**config.mk**
```make
export PLATFORM = sky130hd
export DESIGN_NAME = l2_output_encoder
export DESIGN_NICKNAME = d
export VERILOG_FILES = /design/src/rtl/l2_output_encoder.sv
export SDC_FILE = /design/constraint.sdc
export NUM_CORES = 1
export LEC_CHECK = 0
export ABC_AREA = 1
export CORE_AREA = 2 2 376 378
export CTS_BUF_LIST = sky130_fd_sc_hd__clkbuf_8
export CTS_CLUSTER_DIAMETER = 60
export CTS_CLUSTER_SIZE = 28
export DETAILED_ROUTE_END_ITERATION = 10
export DIE_AREA = 0 0 378 380
export GPL_TIMING_DRIVEN = 0
export PLACE_DENSITY = 0.5
export SLEW_MARGIN = 10
export SYNTH_ARGS = -nofsm -noshare
export SYNTH_HDL_FRONTEND = slang
export SYNTH_SLANG_ARGS = --single-unit
```
**constraint.sdc**
```tcl
create_clock -name clk -period 15.1 [get_ports clk]
set_clock_uncertainty 0.15 [all_clocks]
set_input_delay 3.02 -clock clk [delete_from_list [all_inputs] [get_ports clk]]
set_output_delay 3.02 -clock clk [all_outputs]
set_load 0.05 [all_outputs]
```
**src/rtl/l2_output_encoder.sv**
```systemverilog
// l2_output_encoder
//   Outbound buffering for the L2 core. Each of four channels (req_out, rsp_out,
//   rd_rsp, inval) has an independent 2-entry FIFO. The FIFO is loaded by a
//   single-cycle send strobe and drained over a valid/ready handshake.
//
// Ports
//   clk, rst                 clock, synchronous active-low reset
//   send_*                   per-channel enqueue strobes (any combination)
//   req_* / rsp_* /
//   rd_rsp_line / inval_addr per-channel payload inputs
//   *_full                   channel FIFO holds 2 entries (back-pressure)
//   l2_*_valid/ready/payload registered-FIFO output handshakes
//   out_idle                 all four FIFOs empty
//   overflow_err             sticky: a send arrived while its channel was full

// One 2-entry FIFO channel. No write-to-read bypass: an entry pushed in
// cycle N is first visible in cycle N+1. Storage is not reset.
module l2_oe_fifo #(
   parameter int W = 8
) (
   input  logic         clk,
   input  logic         rst,
   input  logic         push_req,
   input  logic         ready,
   input  logic [W-1:0] din,
   output logic         valid,
   output logic         full,
   output logic         empty,
   output logic [W-1:0] dout
);
   logic [W-1:0] mem [2];
   logic         wr_ptr;
   logic         rd_ptr;
   logic [1:0]   count;
   logic         push;
   logic         pop;

   assign full  = (count == 2'd2);
   assign empty = (count == 2'd0);
   assign valid = !empty;
   // A push into a full FIFO is dropped even if a pop frees a slot this cycle.
   assign push  = push_req && !full;
   assign pop   = valid && ready;
   assign dout  = mem[rd_ptr];

   always_ff @(posedge clk) begin
      if (!rst) begin
         count  <= 2'd0;
         wr_ptr <= 1'b0;
         rd_ptr <= 1'b0;
      end else begin
         if (push) wr_ptr <= ~wr_ptr;
         if (pop)  rd_ptr <= ~rd_ptr;
         case ({push, pop})
            2'b10:   count <= count + 2'd1;
            2'b01:   count <= count - 2'd1;
            default: count <= count;
         endcase
      end
   end

   always_ff @(posedge clk) begin
      if (push) mem[wr_ptr] <= din;
   end
endmodule

module l2_output_encoder #(
   parameter int LINE_ADDR_W = 28,
   parameter int LINE_W      = 128,
   parameter int MSG_W       = 2,
   parameter int REQ_ID_W    = 4
) (
   input  logic                   clk,
   input  logic                   rst,
   input  logic                   send_req,
   input  logic                   send_rsp,
   input  logic                   send_rd_rsp,
   input  logic                   send_inval,
   input  logic [MSG_W-1:0]       req_coh_msg,
   input  logic                   req_hprot,
   input  logic [LINE_ADDR_W-1:0] req_addr,
   input  logic [LINE_W-1:0]      req_line,
   input  logic [MSG_W-1:0]       rsp_coh_msg,
   input  logic [REQ_ID_W-1:0]    rsp_req_id,
   input  logic                   rsp_to_req,
   input  logic [LINE_ADDR_W-1:0] rsp_addr,
   input  logic [LINE_W-1:0]      rsp_line,
   input  logic [LINE_W-1:0]      rd_rsp_line,
   input  logic [LINE_ADDR_W-1:0] inval_addr,
   output logic                   req_full,
   output logic                   rsp_full,
   output logic                   rd_rsp_full,
   output logic                   inval_full,
   output logic                   l2_req_out_valid,
   input  logic                   l2_req_out_ready,
   output logic [MSG_W-1:0]       l2_req_out_coh_msg,
   output logic                   l2_req_out_hprot,
   output logic [LINE_ADDR_W-1:0] l2_req_out_addr,
   output logic [LINE_W-1:0]      l2_req_out_line,
   output logic                   l2_rsp_out_valid,
   input  logic                   l2_rsp_out_ready,
   output logic [MSG_W-1:0]       l2_rsp_out_coh_msg,
   output logic [REQ_ID_W-1:0]    l2_rsp_out_req_id,
   output logic                   l2_rsp_out_to_req,
   output logic [LINE_ADDR_W-1:0] l2_rsp_out_addr,
   output logic [LINE_W-1:0]      l2_rsp_out_line,
   output logic                   l2_rd_rsp_valid,
   input  logic                   l2_rd_rsp_ready,
   output logic [LINE_W-1:0]      l2_rd_rsp_line,
   output logic                   l2_inval_valid,
   input  logic                   l2_inval_ready,
   output logic [LINE_ADDR_W-1:0] l2_inval_addr,
   output logic                   out_idle,
   output logic                   overflow_err
);
   localparam int REQ_W = MSG_W + 1 + LINE_ADDR_W + LINE_W;
   localparam int RSP_W = MSG_W + REQ_ID_W + 1 + LINE_ADDR_W + LINE_W;

   logic [REQ_W-1:0] req_dout;
   logic [RSP_W-1:0] rsp_dout;
   logic req_empty, rsp_empty, rd_rsp_empty, inval_empty;

   l2_oe_fifo #(.W(REQ_W)) u_req (
      .clk(clk), .rst(rst), .push_req(send_req), .ready(l2_req_out_ready),
      .din({req_coh_msg, req_hprot, req_addr, req_line}),
      .valid(l2_req_out_valid), .full(req_full), .empty(req_empty), .dout(req_dout));

   l2_oe_fifo #(.W(RSP_W)) u_rsp (
      .clk(clk), .rst(rst), .push_req(send_rsp), .ready(l2_rsp_out_ready),
      .din({rsp_coh_msg, rsp_req_id, rsp_to_req, rsp_addr, rsp_line}),
      .valid(l2_rsp_out_valid), .full(rsp_full), .empty(rsp_empty), .dout(rsp_dout));

   l2_oe_fifo #(.W(LINE_W)) u_rd_rsp (
      .clk(clk), .rst(rst), .push_req(send_rd_rsp), .ready(l2_rd_rsp_ready),
      .din(rd_rsp_line),
      .valid(l2_rd_rsp_valid), .full(rd_rsp_full), .empty(rd_rsp_empty), .dout(l2_rd_rsp_line));

   l2_oe_fifo #(.W(LINE_ADDR_W)) u_inval (
      .clk(clk), .rst(rst), .push_req(send_inval), .ready(l2_inval_ready),
      .din(inval_addr),
      .valid(l2_inval_valid), .full(inval_full), .empty(inval_empty), .dout(l2_inval_addr));

   assign {l2_req_out_coh_msg, l2_req_out_hprot, l2_req_out_addr, l2_req_out_line} = req_dout;
   assign {l2_rsp_out_coh_msg, l2_rsp_out_req_id, l2_rsp_out_to_req,
           l2_rsp_out_addr, l2_rsp_out_line} = rsp_dout;

   assign out_idle = req_empty && rsp_empty && rd_rsp_empty && inval_empty;

   always_ff @(posedge clk) begin
      if (!rst)
         overflow_err <= 1'b0;
      else if ((send_req && req_full) || (send_rsp && rsp_full) ||
               (send_rd_rsp && rd_rsp_full) || (send_inval && inval_full))
         overflow_err <= 1'b1;
   end
endmodule

```
## Yosys cells after proc, flatten, opt, wreduce, memory -nomap -nowiden

Memory sizes are Yosys's and may differ from the RTL's. A register that Yosys moved wholly into a read port is not among the register bits.
Cells that the tools add are included.

- Register bits after elaboration: 17
- Bits in writable memories: 956
- Input bits: 488
- Output and inout port bits: 488
- Logic and storage cells: 99
- Memories: 4

Memories:

| memory | depth | width | read ports | clocked after Yosys merged registers in | write ports | RTL line | RTL |
|---|---|---|---|---|---|---|---|
| u_rsp.mem | 2 | 163 | 1 | 1 | 1 | 31 | `logic [W-1:0] mem [2];` |
| u_req.mem | 2 | 159 | 1 | 1 | 1 | 31 |  |
| u_rd_rsp.mem | 2 | 128 | 1 | 1 | 1 | 31 |  |
| u_inval.mem | 2 | 28 | 1 | 1 | 1 | 31 |  |

- Add/sub/neg operators: 8
- Equality and inequality tests: 12
- Muxes and demuxes: 20
- Bitwise logic cells: 8
- Reduce and logical (&&, ||, !) cells: 34

Operator list:

| operator | count |
|---|---|
| $eq 2x2->1 const B | 8 |
| $mux 1 | 16 |
| $pmux 2 s2 | 4 |
| $logic_and 1x1->1 | 15 |
| $add 2x1->2 const B | 4 |
| $eq 2x1->1 const B | 4 |
| $logic_not 1->1 | 8 |
| $logic_not 2->1 | 4 |
| $not 1->1 | 8 |
| $reduce_bool 2->1 | 4 |
| $sub 2x1->2 const B | 4 |
| $logic_or 1x1->1 | 3 |

## Logic depth before layout (Yosys ltp)

Gate-level depths: netlist (run 1).

- Depth after elaboration: 5
- Mapped depth: 7
- Depth with buffers taken out: 7

## Cells and area by module

From an unflattened synthesis (run 1), not the netlist that was laid out.

- Cell total of the unflattened synthesis: 1661
- Area, all modules: 36426.2 µm²

By module, submodules not included:

| module | times used | cells an instance | area an instance (µm²) | seq. area each (µm²) |
|---|---|---|---|---|
| l2_oe_fifo (u_rsp) | 1 | 547 | 12280.5 | 9889.5 |
| l2_oe_fifo (u_req) | 1 | 535 | 12142.9 | 9649.3 |
| l2_oe_fifo (u_rd_rsp) | 1 | 438 | 9555.4 | 7787.5 |
| l2_oe_fifo (u_inval) | 1 | 127 | 2374.8 | 1781.7 |
| l2_output_encoder | 1 | 14 | 72.6 | 20.0 |

## Least setup slack after synthesis (run 1)

No wires, ideal clock.

- Path type: in2reg
- Start point: in send_rsp
- End point: mem u_rsp.mem[0][0] (netlist bit), enable pin
- Setup time: 0.688 ns
- Arrival: 9.860 ns
- Data required time: 14.262 ns
- Slack: 4.403 ns
- Cell stages on the path: 2
- Buffers on the path: 0
- Cells stage by stage: o21ai_2 > nor2_1

- Word-level cells in the longest chain between the ends: 3

RTL lines:

| element | RTL line | RTL |
|---|---|---|
| start, declared | 76 | `input logic send_rsp,` |
| $logic_and 1x1->1 | 42 | `assign push = push_req && !full;` |
| $mux 1 | 63 | `if (push) mem[wr_ptr] <= din;` |
| $mux 1 (not written as such) | 63 |  |
| end, declared | 31 |  |

Every way passes these cells.

## Worst setup path in the final report (run 1)

- Start point: reg u_req.count[0]
- End point: out out_idle

- Word-level cells in the longest chain between the ends: 4

RTL lines:

| element | RTL line | RTL |
|---|---|---|
| start, declared | 34 | `logic [1:0] count;` |
| start signal, assigned | 55 | `2'b10: count <= count + 2'd1;` |
| start signal, assigned | 56 | `2'b01: count <= count - 2'd1;` |
| start signal, assigned | 57 | `default: count <= count;` |
| $logic_not 2->1 | 39 | `assign empty = (count == 2'd0);` |
| $logic_and 1x1->1 (3 in a row) | 147 | `assign out_idle = req_empty && rsp_empty && rd_rsp_empty && inval_empty;` |
| end, declared | 113 | `output logic out_idle,` |

Every way passes these cells.

==> results of run 1 <==
flip-flops by register name, summed over array words and instances, names as in the netlist, named ones only:
signal,flops
u_rsp.count,2
u_inval.mem,56
u_inval.wr_ptr,1
u_req.mem,318
u_req.count,2
u_rsp.wr_ptr,1
u_inval.count,2
u_req.rd_ptr,1
u_rsp.rd_ptr,1
u_rd_rsp.count,2
u_rd_rsp.rd_ptr,1
u_inval.rd_ptr,1
overflow_err,1
u_rd_rsp.wr_ptr,1
u_req.wr_ptr,1
u_rsp.mem,326
u_rd_rsp.mem,256
layout make-up:
cell class	count	area (sq um)
well taps	1876	2347
fillers	12983	87900
clock inverters	76	800.8
repair buffers	1012	10570
inverters	18	67.56
flip-flops and latches	977	29130
clock buffers	93	1280
diodes	12	30.03
plain buffers	54	449.2
multi-input cells	580	6616
metal layers:
layer / track usage / up-vias / routed length (um) / share of wire
met5: 0 / - / 101 / 0.00091
li1: - / 8666 / - / -
met4: 0.04965 / 16 / 2860 / 0.026
met3: 0.05921 / 171 / 10420 / 0.094
met2: 0.2709 / 693 / 57990 / 0.52
met1: 0.1546 / 9835 / 40040 / 0.36
layout by cell type, fill, tap and decap left out, types with 6 or more instances in the layout:
cell	n
buf_2	17
o21ai_0	8
edfxtp_1	956
diode_2	12
clkbuf_8	93
a21oi_1	12
inv_8	8
mux2_2	298
dfxtp_1	21
nand3_1	8
nor2_4	8
nand2_1	17
buf_4	14
clkdlybuf4s50_1	975
buf_16	9
inv_6	25
mux2_4	180
clkinv_8	6
inv_1	21
buf_6	23
clkinvlp_4	10
nor2_1	30
clkinv_4	11
buf_12	28
worst paths after layout:
check,startpoint,slack [ns],to,cells past startpoint
max,u_req.count[0]$_SDFFE_PN0P_,8.70,out_idle,4
max reg2reg,u_rsp.count[0]$_SDFFE_PN0P_,12.53,u_rsp.mem[0][80]$_DFFE_PP_,7
min reg2reg,u_inval.rd_ptr$_SDFFE_PN0P_,0.35,u_inval.rd_ptr$_SDFFE_PN0P_,2
min,u_inval.rd_ptr$_SDFFE_PN0P_,0.35,u_inval.rd_ptr$_SDFFE_PN0P_,2
power groups by stage:
stage,clock network [mW],logic (mW),registers (mW)
after global routing,1.95,2.96,3.41
final,1.78,2.84,3.38
after global placement,0,2.78,3.55
after floorplan,0,1.80,3.50
after CTS,1.87,2.89,3.38
after detailed placement,0,2.87,3.44
stage by stage:
stage               total power [mW]  instance area [sq um]  utilization  instances
finish                         8.004                  51290       0.3685       4698
floorplan                      5.293                  36200            -       1629
global route                   8.314                  51280       0.3684       4696
CTS                            8.137                  51260       0.3683       4686
detailed placement             6.319                  49180       0.3533       4517
global placement               6.331                  48310       0.3471       4480
logic make-up (layout without fill, tap and decap cells):
group | count (synthesis) | in the layout | synth area share
fa+ha+maj | 4 | 4 | 0.001383
mux | 478 | 478 | 0.1674
other cells | 0 | 12 | 0
buf+inv | 72 | 1253 | 0.01427
simple gates | 72 | 72 | 0.008329
flops | 977 | 977 | 0.8046
compound gates | 26 | 26 | 0.004044
critical path, stage by stage (launching register included):
cell and delay (ns):
dfxtp_1 0.37, nor2_1 0.72, nand2_1 0.22, nor3_1 0.24
clkdlybuf4s50_1 0.89
==> results.py, run 1 <==
metrics = {
    "global_route": {
        "grt_pass1_vias": 20980,
        "grt_overflow_total": 0,
        "grt_max_degree": 31,
        "grt_use_total": 0.1491,
        "grt_pass1_wl_mm": 152.3,
        "antenna_found_initial": 34,
    },
    "cts": {
        "clk_latency_ns": 0.78,
        "holdBufCountCts": 0,
        "clk_pin_slew_worst_paths_ns": 0.09,
        "cts.sinks": 977,
        "cts_made_buffers": 91,
        "cts_resized": 0,
        "cts-root-buf": "clkbuf_8",
        "htreeDepth": 3,
        "post-cts-setup-buffers": 0,
        "max-clock-path-buffers": 3,
        "cts_tree": "done",
    },
    "routing": {
        "first_pass_iters": 5,
        "drt_iter0_markers": 966,
        "wire_per_inst_um": 23.72,
        "drt_wl_total_mm": 111.4,
        "drc_errors": 0,
        "vias": 19381,
        "final_antenna_net_count": 0,
        "routed_via_density": 4.125,
    },
    "final_layout": {
        "syn_to_final_growth_pct": 41.67,
        "layout-drive-gt1-share": 0.2665,
        "final_nets": 3226,
    },
    "critical_path": {
        "cp-start-kind": "register",
        "cp.arrival_ns": 3.23,
        "cp-end-kind": "output pin",
        "critical_path.max_fanout": 6,
        "critPathKind": "reg -> out",
        "worstPathRequired_ns": 11.93,
    },
    "timing": {
        "rsz0062_at_grt": "no",
        "setup_viol": 0,
        "max_slew_margin": 0.3797,
        "slew_violations": 0,
        "layout_setup_ws_ns": 8.700,
        "setup_tns_ns": 0,
        "hold_viol": 0,
        "final.min_clock_period_ns": 6.400,
        "hold_slack_ns": 0.3534,
        "fin_crit_sh": 0.4238,
        "fmax_mhz": 156.3,
        "tightest_slew_ns": 0.9271,
    },
    "yosys": {
        "yosysUniqueCellTypes": 20,
        "syn_inst": 1629,
        "syn_avg_cell_area_sq_um": 22.22,
        "synth.area.top_cells": "edfxtp_1 (79%), mux2_2 (9.3%), mux2_4 (7.5%)",
        "synth_edf_count": 956,
        "syn-cell-area_sq_um": 36200,
        "synth-seq-area-share": 0.8046,
        "ys_warn_count": 0,
        "async_reset_ff_frac": 0,
        "synth_common_cells": "edfxtp_1 (956), mux2_2 (298), mux2_4 (180)",
        "synth_top_area_share": 0.7930,
        "syn-num-nets": 2121,
        "ys_seq_elements": 977,
        "yosys.area.top_type": "edfxtp_1",
        "ys.flop_type": "edfxtp_1",
        "synth.most_common_cell": "edfxtp_1",
    },
    "pwr": {
        "p_leak_nw": 17.30,
        "combinationalPowerShare": 0.355,
        "powerDensity_nw_per_um2": 156.1,
        "internal_power_mw": 5.092,
        "p_clk_frac": 0.223,
        "switching_share": 0.3638,
        "seq_power_share": 0.422,
        "ir_drop_v": 0.00009164,
        "p_sw_mw": 2.912,
    },
    "hold_path": {
        "hold_path_class": "reg -> reg",
    },
    "run_status": {
        "status": "completed",
    },
    "placement": {
        "io_buffers": 975,
        "dp_slack_ns": 9.431,
        "place.gp.congestion": 0.8366,
        "dp.final_hpwl_mm": 86.11,
    },
    "floorplan": {
        "core_area_sq_um": 139200,
        "die_x_um": 378,
        "die-height_um": 380,
        "start_util": 0.2601,
        "dieArea_sq_um": 143600,
        "io_pins": 976,
        "fp-row-count": 137,
    },
    "run": {
        "maxCapViolations": 0,
    },
}
Power figures use the tool's default switching activity.
==> run 2: changes to the inputs <==
- CORE_AREA: 2 2 376 378 -> 2 2 385 387
- DIE_AREA: 0 0 378 380 -> 0 0 387 389
- clock period: 15.1 -> 5.63 ns (I/O delays scaled with it)
==> run 2 against run 1 <==
Against the previous run: sequential cell count did not move; via count fell by 0.78%; sequential share of layout area fell by 0.54 points; largest cell class unchanged.
==> results.py, run 2 (synthesis gave the netlist of run 1 again) <==
metrics = {
    "critical_path": {
        "path_cells": "buf_6, buf_2, mux2_2, clkdlybuf4s50_1",
        "r2r-start": "u_req.count[0]$_SDFFE_PN0P_",
        "critical_path.max_fanout": 10,
        "cp.arrival_ns": 3.02,
        "r2r_slack_ns": 2.91,
        "path_delay_family": "buffers and inverters",
        "cp-start-kind": "register",
        "slowest_delay_ns": 0.72,
        "critPathKind": "reg -> out",
        "critPathBufInv": 3,
        "cp.depth": 4,
        "r2r_cells": 6,
        "worstPathRequired_ns": 4.35,
        "cp-end-kind": "output pin",
        "slowest_stage": "clkdlybuf4s50_1",
        "endpoint": "l2_req_out_line[41]",
        "reg2reg_to": "u_req.mem[0][83]$_DFFE_PP_",
    },
    "cts": {
        "cts_made_buffers": 97,
        "clk_pin_slew_worst_paths_ns": 0.09,
        "cts-root-buf": "clkbuf_8",
        "holdBufCountCts": 0,
        "max-clock-path-buffers": 3,
        "htreeDepth": 3,
        "cts_resized": 0,
        "cts_tree": "done",
        "cts.sinks": 977,
        "post-cts-setup-buffers": 0,
        "clk_latency_ns": 0.81,
    },
    "routing": {
        "final_antenna_net_count": 0,
        "routed_via_density": 4.035,
        "drt_wl_total_mm": 112.1,
        "wire_per_inst_um": 23.52,
        "drc_errors": 0,
        "wl_met2_mm": 57.59,
        "vias": 19230,
        "drt_iter0_markers": 868,
        "wl_met1_mm": 41.52,
        "wl_met3_mm": 10.36,
        "top_layer": "met5",
        "first_pass_iters": 5,
    },
    "global_route": {
        "grt_pass1_wl_mm": 152.6,
        "grt_use_total": 0.1436,
        "grt_pass1_vias": 19751,
        "grt_max_degree": 26,
        "antenna_found_initial": 39,
        "grt_overflow_total": 0,
    },
    "final_layout": {
        "layout-drive-gt1-share": 0.2677,
        "largest_reg_flops": 326,
        "regMostFlops": "u_rsp.mem",
        "final_cell_mix": "clkdlybuf4s50_1 (975), edfxtp_1 (956), mux2_2 (298)",
        "finalNonFillerCells": 4766,
        "layout_commonest_cell": "clkdlybuf4s50_1",
        "syn_to_final_growth_pct": 43.03,
        "nFillCells": 13928,
        "largestRegisters": "u_rsp.mem x326, u_req.mem x318, u_rd_rsp.mem x256",
        "design_area_sq_um": 51780,
        "final_nets": 3239,
    },
    "placement": {
        "dp_cells": 4578,
        "place.gp.congestion": 0.7903,
        "dp.final_hpwl_mm": 85.93,
        "io_buffers": 975,
        "placed_area_sq_um": 49470,
    },
    "timing": {
        "slew_violations": 0,
        "fmax_mhz": 232.8,
        "final.min_clock_period_ns": 4.296,
        "max_slew_margin": 0.3346,
        "fin_crit_sh": 0.7630,
        "tightest_slew_ns": 0.9949,
        "setup_viol": 0,
        "hold_slack_ns": 0.3534,
        "rsz0062_at_grt": "no",
        "hold_viol": 0,
        "setup_tns_ns": 0,
    },
    "floorplan": {
        "core_area_sq_um": 146600,
        "io_pins": 976,
        "start_util": 0.2469,
        "dieArea_sq_um": 150500,
        "die_x_um": 387,
        "fp-row-count": 141,
        "die-height_um": 389,
    },
    "pwr": {
        "powerDensity_nw_per_um2": 422.0,
        "power.total_mw": 21.85,
        "ir_drop_v": 0.0002387,
        "p_leak_nw": 17.49,
    },
    "run_status": {
        "status": "completed",
    },
    "run": {
        "maxCapViolations": 0,
    },
    "hold_path": {
        "hold_path_class": "reg -> reg",
    },
}
## run 2: cell types whose count changed in the layout (fill, tap and decap cells not counted)
cell / change
clkinvlp_4: +3
clkinv_8: +1
inv_1: +2
inv_8: +2
inv_12: +5
diode_2: -4
clkbuf_8: +4
buf_12: -4
clkinv_2: +2
buf_16: +11
bufinv_16: +5
clkinv_4: -2
clkinv_1: +8
inv_6: -19
## run 2: worst min-delay path by stage
stage | startpoint | to | slack (ns) | cells after the start
2_1_floorplan | u_rsp.rd_ptr$_SDFFE_PN0P_ | register | 0.32 | 2
3_3_place_gp | u_rd_rsp.rd_ptr$_SDFFE_PN0P_ | u_rd_rsp.rd_ptr$_SDFFE_PN0P_ | 0.34 | 2
3_5_place_dp | u_rd_rsp.rd_ptr$_SDFFE_PN0P_ | register | 0.34 | 2
4_1_cts | u_rd_rsp.rd_ptr$_SDFFE_PN0P_ | register | 0.36 | 2
5_1_grt | u_rd_rsp.rd_ptr$_SDFFE_PN0P_ | u_rd_rsp.rd_ptr$_SDFFE_PN0P_ | 0.39 | 2
6_report | u_rd_rsp.rd_ptr$_SDFFE_PN0P_ | register | 0.35 | 2
## run 2: routing by layer
metal,global-route usage,vias to the layer above
li1,-,8684
met1,0.1568,9636
met2,0.2559,709
met3,0.05853,187
met4,0.03914,14
met5,0,-
## run 2: cell type report
| cell class | count | area (sq um) | area share |
|---|---|---|---|
| flip-flops and latches | 977 | 29130 | 0.5625 |
| repair buffers | 1019 | 10790 | 0.2084 |
| multi-input cells | 580 | 6616 | 0.1278 |
| well taps | 1930 | 2415 | 0.04664 |
| clock buffers | 97 | 1335 | 0.02578 |
| clock inverters | 83 | 957.2 | 0.01849 |
| plain buffers | 54 | 449.2 | 0.008675 |
| inverters | 18 | 67.56 | 0.001305 |
| diodes | 8 | 20.02 | 0.0003866 |
## run 2: worst reg2reg max path, stage by stage, from the launching register on
cell	delay, ns
dfxtp_1	0.42
o21ai_1	0.31
nor2_4	0.65
buf_16	0.27
buf_16	0.18
buf_12	0.20
buf_12	0.21
## run 2: power breakdown
part / internal (mW) / switching [mW]
clock: 2.25 / 2.87
combinational: 2.86 / 4.82
sequential: 8.87 / 0.172
total: 14.0 / 7.86
## run 2: through the flow
| step | util | setup WS (ns) |
|---|---|---|
| after CTS | 0.3530 | 1.082 |
| after detailed placement | 0.3374 | 1.666 |
| final | 0.3532 | 1.334 |
| after floorplan | - | -1.657 |
| after global placement | 0.3302 | -6.490 |
| after global routing | 0.3531 | 1.118 |
==> run 3: changes to the inputs <==
- CORE_AREA: 2 2 385 387 -> 2 2 376 378
- DIE_AREA: 0 0 387 389 -> 0 0 378 380
- clock period: 5.63 -> 4.1 ns (I/O delays scaled with it)
==> run 3 against run 2 <==
Against the previous run: routed wire length decreased by 1.8%; largest power group unchanged; first-iteration DRC count increased by 13%; critical path type unchanged; critical path depth unchanged; cell count decreased by 1.2%; cell area decreased by 0.55%; global-route usage increased by 0.42 points.
==> results.py, run 3 (synthesis gave the netlist of run 1 again) <==
metrics = {
    "run_status": {
        "status": "completed",
    },
    "routing": {
        "drt_wl_total_mm": 110.1,
        "drt_iter0_markers": 980,
        "final_antenna_net_count": 0,
        "routed_via_density": 4.101,
        "first_pass_iters": 5,
        "wire_per_inst_um": 23.38,
        "drc_errors": 0,
        "vias": 19311,
    },
    "timing": {
        "rsz0062_at_grt": "no",
        "slew_violations": 0,
        "hold_viol": 0,
        "hold_slack_ns": 0.3588,
        "fmax_mhz": 257.0,
        "max_slew_margin": 0.4611,
        "fin_crit_sh": 0.9491,
        "setup_viol": 0,
        "tightest_slew_ns": 0.8065,
        "final.min_clock_period_ns": 3.891,
        "layout_setup_ws_ns": 0.2085,
    },
    "critical_path": {
        "slowest_stage": "clkdlybuf4s50_1",
        "critPathKind": "reg -> out",
        "path_cells": "buf_6, buf_2, mux2_2, clkdlybuf4s50_1",
        "cp-start-kind": "register",
        "cp.arrival_ns": 2.92,
        "worstPathRequired_ns": 3.13,
        "critical_path.max_fanout": 10,
        "cp-end-kind": "output pin",
        "slowest_delay_ns": 0.78,
    },
    "final_layout": {
        "final_cell_mix": "clkdlybuf4s50_1 (964), edfxtp_1 (956), mux2_2 (298)",
        "largestRegisters": "u_rsp.mem x326, u_req.mem x318, u_rd_rsp.mem x256",
        "syn_to_final_growth_pct": 42.24,
        "largest_reg_flops": 326,
        "regMostFlops": "u_rsp.mem",
        "layout_commonest_cell": "clkdlybuf4s50_1",
        "fin_util": 0.3699,
        "layout-drive-gt1-share": 0.2661,
        "nFillCells": 13056,
        "final_nets": 3232,
    },
    "global_route": {
        "met1_usage": 0.1527,
        "met3_usage": 0.05397,
        "use_met2": 0.2737,
        "top_usage_layer": "met2",
        "grt_use_total": 0.1478,
        "grt_pass1_wl_mm": 151.5,
        "grt_pass1_vias": 20984,
        "grt_max_degree": 32,
        "antenna_found_initial": 26,
        "grt_overflow_total": 0,
    },
    "pwr": {
        "combinationalPowerShare": 0.348,
        "p_sw_mw": 10.73,
        "p_clk_frac": 0.237,
        "switching_share": 0.3578,
        "powerDensity_nw_per_um2": 582.5,
        "p_leak_nw": 17.42,
        "internal_power_mw": 19.26,
        "ir_drop_v": 0.0003663,
        "seq_power_share": 0.415,
        "power.total_mw": 30.00,
    },
    "floorplan": {
        "start_util": 0.2601,
        "core_area_sq_um": 139200,
        "die_x_um": 378,
        "die-height_um": 380,
        "fp-row-count": 137,
        "dieArea_sq_um": 143600,
        "io_pins": 976,
    },
    "hold_path": {
        "hold_path_class": "reg -> reg",
    },
    "cts": {
        "post-cts-setup-buffers": 0,
        "clk_latency_ns": 0.78,
        "htreeDepth": 3,
        "clk_pin_slew_worst_paths_ns": 0.10,
        "cts_made_buffers": 98,
        "cts.sinks": 977,
        "max-clock-path-buffers": 3,
        "cts-root-buf": "clkbuf_8",
        "cts_tree": "done",
    },
    "placement": {
        "place.gp.congestion": 0.8337,
        "io_buffers": 975,
        "dp_slack_ns": 0.5999,
        "dp.final_hpwl_mm": 85.22,
    },
    "run": {
        "maxCapViolations": 0,
    },
}
## run 3: cell count changes in the layout (fill, tap and decap cells not counted), sizes merged
cell           change
bufinv             +2
dlygate4sd2       +11
clkbuf             +2
diode              +3
clkdlybuf4s50     -11
buf                -8
clkinvlp           -2
clkinv             -2
inv                +2
## run 3: worst max-delay path: cells and delay by family (launching register included)
| kind | cells | cell delay [ns] |
|---|---|---|
| buffers and inverters | 3 | 1.34 |
| multiplexers | 1 | 0.45 |
| flip-flops | 1 | 0.33 |
## run 3: routing by layer
layer,part of all wire,vias to the layer above,wire length [um]
met3,0.087,150,9620
met4,0.024,6,2593
met5,0.00035,-,38
met2,0.53,698,58360
met1,0.36,9768,39490
li1,-,8689,-
## run 3: through the flow
step | area, sq um | TNS [ns] | instances
floorplan | 36240 | -534.91 | 1629
global placement | 48340 | -2336.94 | 4480
detailed placement | 49150 | 0 | 4516
CTS | 51460 | 0 | 4698
global route | 51480 | 0 | 4706
finish | 51490 | 0 | 4709
## run 3: layout make-up
| class | instances | area [sq um] | share of cell area |
|---|---|---|---|
| Inverter | 18 | 67.56 | 0.001312 |
| Sequential cell | 977 | 29130 | 0.5657 |
| Antenna cell | 11 | 27.53 | 0.0005346 |
| Clock buffer | 99 | 1363 | 0.02646 |
| Clock inverter | 83 | 964.7 | 0.01873 |
| Multi-Input combinational cell | 580 | 6619 | 0.1285 |
| Timing Repair Buffer | 1011 | 10530 | 0.2044 |
| Buffer | 54 | 449.2 | 0.008723 |
| Tap cell | 1876 | 2347 | 0.04558 |
## run 3: power groups by stage
stage | Clock (mW) | Combinational, mW | Sequential (mW)
2_1_floorplan | 0 | 6.63 | 12.7
3_3_place_gp | 0 | 10.3 | 12.8
3_5_place_dp | 0 | 10.6 | 12.7
4_1_cts | 7.43 | 10.6 | 12.5
5_1_grt | 7.74 | 10.9 | 12.5
6_report | 7.10 | 10.5 | 12.4
## run 3: worst paths after layout
path / startpoint / to / slack [ns] / cells past startpoint
max: register / l2_rsp_out_line[49] / 0.21 / 4
max reg2reg: u_rsp.count[0]$_SDFFE_PN0P_ / u_rsp.mem[0][33]$_DFFE_PP_ / 1.50 / 7
min reg2reg: u_req.rd_ptr$_SDFFE_PN0P_ / u_req.rd_ptr$_SDFFE_PN0P_ / 0.36 / 2
min: u_req.rd_ptr$_SDFFE_PN0P_ / u_req.rd_ptr$_SDFFE_PN0P_ / 0.36 / 2
## run 3: what timing repair did
action,4_1_cts,5_1_grt
gates resized for setup,12,0
setup endpoints to repair,11,0
hold buffers,0,0
